$ cat src/rtl/mux_4_rr_arbiter.sv
// Round-robin arbiter and sequencer for the 4:1 mux: grants one of four requesters, drives the mux select and registers the mux output.
// Optional hold-timeout is built when MUX4_ARB_TIMEOUT_EN is defined.
module mux_4_rr_arbiter #(
    parameter int HOLD_MAX = 8,
    parameter int CNT_W    = 4
) (
    input  logic       clk,
    input  logic       rst,
    input  logic [3:0] req,
    input  logic       y,
    output logic [1:0] c,
    output logic [3:0] grant,
    output logic       valid,
    output logic       y_q
);

    typedef enum logic {
        IDLE  = 1'b0,
        GRANT = 1'b1
    } state_t;

    state_t     state_q;
    logic [3:0] grant_q;
    logic [1:0] c_q;
    logic       valid_q;
    logic       y_q_q;
    logic [1:0] ptr_q;

    logic [1:0] idx_d;
    logic [1:0] cand_d;
    logic       any_req_d;
    logic       release_d;

    if (HOLD_MAX < 2 || HOLD_MAX > 15 || (2 ** CNT_W) <= HOLD_MAX) begin : g_bad_cfg
        $error("mux_4_rr_arbiter: HOLD_MAX must be 2..15 and fit in CNT_W bits");
    end

    // Scan from ptr upward; walking offsets high-to-low lets the lowest offset win.
    always_comb begin
        idx_d     = ptr_q;
        cand_d    = ptr_q;
        any_req_d = 1'b0;
        for (int i = 3; i >= 0; i--) begin
            cand_d = ptr_q + 2'(i);
            if (req[cand_d]) begin
                idx_d     = cand_d;
                any_req_d = 1'b1;
            end
        end
    end

`ifdef MUX4_ARB_TIMEOUT_EN
    localparam logic [CNT_W-1:0] CNT_MAX = CNT_W'(HOLD_MAX - 1);

    logic [CNT_W-1:0] cnt_q;
    logic             timeout_d;

    assign timeout_d = (cnt_q == CNT_MAX) && ((req & ~grant_q) != 4'b0000);

    always_comb begin
        release_d = ~req[c_q] | timeout_d;
    end

    // Hold counter restarts on every new grant and saturates at the limit.
    always_ff @(posedge clk or posedge rst) begin
        if (rst) begin
            cnt_q <= '0;
        end else if (state_q == IDLE) begin
            cnt_q <= '0;
        end else if (cnt_q != CNT_MAX) begin
            cnt_q <= cnt_q + 1'b1;
        end
    end
`else
    always_comb begin
        release_d = ~req[c_q];
    end
`endif

    always_ff @(posedge clk or posedge rst) begin
        if (rst) begin
            state_q <= IDLE;
            grant_q <= 4'b0000;
            c_q     <= 2'b00;
            valid_q <= 1'b0;
            y_q_q   <= 1'b0;
            ptr_q   <= 2'b00;
        end else begin
            if (valid_q) begin
                y_q_q <= y;
            end
            case (state_q)
                IDLE: begin
                    if (any_req_d) begin
                        state_q <= GRANT;
                        grant_q <= 4'b0001 << idx_d;
                        c_q     <= idx_d;
                        valid_q <= 1'b1;
                        ptr_q   <= idx_d + 2'd1;
                    end
                end
                GRANT: begin
                    // c stays put on release so the select never moves while valid is high.
                    if (release_d) begin
                        state_q <= IDLE;
                        grant_q <= 4'b0000;
                        valid_q <= 1'b0;
                    end
                end
                default: begin
                    state_q <= IDLE;
                    grant_q <= 4'b0000;
                    valid_q <= 1'b0;
                end
            endcase
        end
    end

    assign c     = c_q;
    assign grant = grant_q;
    assign valid = valid_q;
    assign y_q   = y_q_q;

endmodule

$ cat config.mk
export PLATFORM = sky130hd
export DESIGN_NAME = mux_4_rr_arbiter
export DESIGN_NICKNAME = d
export VERILOG_FILES = /design/src/rtl/mux_4_rr_arbiter.sv
export SDC_FILE = /design/constraint.sdc
export NUM_CORES = 1
export LEC_CHECK = 0
export BUFFER_PORTS_ARGS = -buffer_cell sky130_fd_sc_hd__buf_2
export CAP_MARGIN = 15
export CORE_ASPECT_RATIO = 1.1
export CORE_MARGIN = 10
export CORE_UTILIZATION = 45
export CTS_CLUSTER_SIZE = 14
export DETAILED_ROUTE_END_ITERATION = 6
export HOLD_SLACK_MARGIN = 0.1
export PLACE_DENSITY = 0.68
export SLEW_MARGIN = 20
export SYNTH_ARGS = -nofsm -noshare
export SYNTH_HDL_FRONTEND = slang
export SYNTH_SLANG_ARGS = --single-unit
$ cat constraint.sdc
create_clock -name clk -period 1.4 [get_ports clk]
set_input_delay 0.14 -clock clk [delete_from_list [all_inputs] [get_ports clk]]
set_output_delay 0.14 -clock clk [all_outputs]
set_load 0.005 [all_outputs]
==> results.py <==
metrics = {
    "critical_path": {
        "start_kind": "register",
        "worstPathCellList": "mux4_2 -> nand2_2 -> o21ai_2 -> a32o_1",
        "crit_required_ps": 1570,
        "path_class": "reg -> reg",
        "crit_fanout": 3,
        "slowest_stage": "mux4_2",
        "arrival_ps": 1600,
        "max_stage_delay_ps": 560,
        "critPathCaptureType": "register",
        "cpLargestDelayFamily": "multiplexers",
        "crit_buf_inv": 0,
    },
    "cts": {
        "clkTransAtPathRegs_ps": 80,
        "cts_tree": "built",
        "htreeDepth": 1,
        "cts_max_path_buffers": 2,
        "cts-root-buf": "clkbuf_4",
        "cts_sinks": 11,
        "insertion_delay_ps": 280,
        "cts_buffers": 3,
    },
    "timing": {
        "hold_viol_final": 0,
        "maxSlewViolCount": 0,
        "finalClockSkew_ps": 4.91,
        "maxSlewHeadroom": 0.703,
        "grt_setup_unrepaired": "yes",
        "worstMarginPinSlew_ps": 445,
        "setup_viol": 2,
        "min_period_over_period": 1.02,
        "timing.final.crit_period_ps": 1430,
        "max_freq_mhz": 697,
        "finalWorstSetupSlack_ps": -33.8,
    },
    "global_route": {
        "globalRoute.totalOverflow": 0,
        "grt_pass1_wl_mm": 2.80,
        "antenna_found_initial": 0,
        "track_usage": 0.104,
        "grt_max_degree": 14,
        "grt_pass1_vias": 619,
    },
    "run_status": {
        "status": "complete, but fails checks",
        "violations": "negative setup slack",
    },
    "logic_synthesis": {
        "syn_inst": 70,
        "syn_avg_cell_area_sq_um": 9.46,
        "synth_nets": 77,
        "synthArstFlopShare": 1.00,
        "synth-edff-count": 0,
        "synth-seq-cells": 11,
        "synth.distinct_cells": 30,
        "synthesis.area_sq_um": 662,
        "yosysSeqAreaShare": 0.416,
        "synth-main-ff-cell": "dfrtp_1",
        "yosys_warnings": 0,
    },
    "route": {
        "avgRoutedWirePerCell_um": 15.3,
        "routed_wl_mm": 1.69,
        "drc_errors": 0,
        "drt_iter0_drc": 25,
        "vias": 662,
        "first_pass_iters": 4,
        "via_per_inst": 5.96,
        "ant_nets": 0,
    },
    "die": {
        "fp.dieH_um": 60.2,
        "row_count": 14,
        "ios": 15,
        "core_area_sq_um": 1380,
        "die_width_um": 56.6,
        "initial_core_util": 0.478,
        "dieArea_sq_um": 3410,
    },
    "cells_and_area": {
        "diodes": 0,
        "drive_above_1_share": 0.368,
        "final_nets": 103,
        "final_cell_mix": "buf_2 (14), dfrtp_1 (9), buf_4 (8), inv_1 (6), nor2_1 (6)",
        "design_area_sq_um": 846,
        "layout_commonest_cell": "buf_2",
        "area_delta_synth_final_pct": 27.8,
    },
    "pwr": {
        "p_leak_nw": 0.387,
        "vdd_drop_max_mv": 1.05,
        "cellPowerDensity_nw_per_um2": 2110,
    },
    "flow_run": {
        "drv_cap": 0,
    },
    "placed_design": {
        "gp_congestion": 0.875,
        "placed_area_sq_um": 756,
        "io_buffers": 14,
        "place_ws_ps": -62.8,
        "place_hpwl_mm": 1.20,
    },
    "hold_path": {
        "holdCritPathClass": "in -> reg",
    },
}
sequential cells by signal, indices dropped and copies added, names as in the netlist:
name / count
y_q: 1
ptr_q: 2
grant: 4
c: 2
state_q: 1
valid: 1
power breakdown:
part | switching [mW] | internal, mW
logic | 0.442 | 0.483
clock network | 0.120 | 0.111
registers | 0.150 | 0.479
kinds of logic (layout without fill, tap and decap cells):
family	after synthesis	in the layout	share of synthesized area
AOI/OAI and AO/OA	28	28	0.293
buffers and inverters	10	35	0.0851
DFF	11	11	0.416
muxes	3	3	0.0737
and+or+nand+nor	18	18	0.132
final cells by class:
| type | count | area, sq um |
|---|---|---|
| Inverter | 7 | 26.3 |
| Fill cell | 114 | 538 |
| Sequential cell | 11 | 278 |
| Tap cell | 16 | 20.0 |
| Multi-Input combinational cell | 49 | 345 |
| Clock buffer | 4 | 26.3 |
| Timing Repair Buffer | 24 | 150 |
final timing paths:
check	slack, ps	cells after the start	end	start
worst max-delay path	-30	4	grant[3]	c[1]
worst min-delay path	300	3	ptr_q[1]	req[1]
worst max register to register	-30	4	grant[3]	c[1]
worst min register to register	500	1	grant[1]	grant[1]
max in group asynchronous	670	3	ptr_q[1]	rst
min in group asynchronous	400	3	c[0]	rst
metal layers:
layer  share of wire  global-route usage  vias up  routed length (um)
met5               0                   0        -                   0
met4           0.021              0.0653        0                  36
met3           0.064              0.0339        5                 109
met2            0.50               0.180       26                 841
met1            0.42               0.107      316                 706
li1                -                   -      315                   -
cells in the mapped netlist, types with 2 or more instances:
master,count,share of area
dfrtp_1,11,0.42
inv_1,6,0.034
nor2_1,6,0.034
nand2_1,5,0.028
a21oi_1,4,0.030
o21ai_0,4,0.030
o31ai_1,4,0.045
o22ai_1,3,0.028
a31oi_1,2,0.019
a32o_1,2,0.030
buf_6,2,0.034
nor2b_1,2,0.019
nor3b_1,2,0.023
metrics by stage:
| stage | utilization | hold slack, ps | std cells | power (mW) | setup TNS, ps |
|---|---|---|---|---|---|
| 6_report | 0.611 | 300 | 111 | 1.79 | -61.4 |
| 5_1_grt | 0.611 | 330 | 111 | 1.94 | -268 |
| 4_1_cts | 0.590 | 297 | 109 | 1.70 | -31.8 |
| 3_5_place_dp | 0.546 | 159 | 102 | 1.43 | -121 |
| 3_3_place_gp | 0.546 | 148 | 102 | 1.41 | -89.0 |
| 2_1_floorplan | - | -7.56 | 70 | 1.15 | 0 |
tightest hold or removal path, stage by stage:
cell    delay [ps]
buf_2          160
a21o_1         100
a31o_2         150
repair_timing:
action                                  CTS  global route
setup buffers                             1             2
endpoints found under the hold margin    12             0
pin swaps                                 1             1
hold buffers                              2             0
endpoints found under the setup margin    4             5
resized for setup                         3             5
Note: power is estimated with default switching activity, not from simulation.
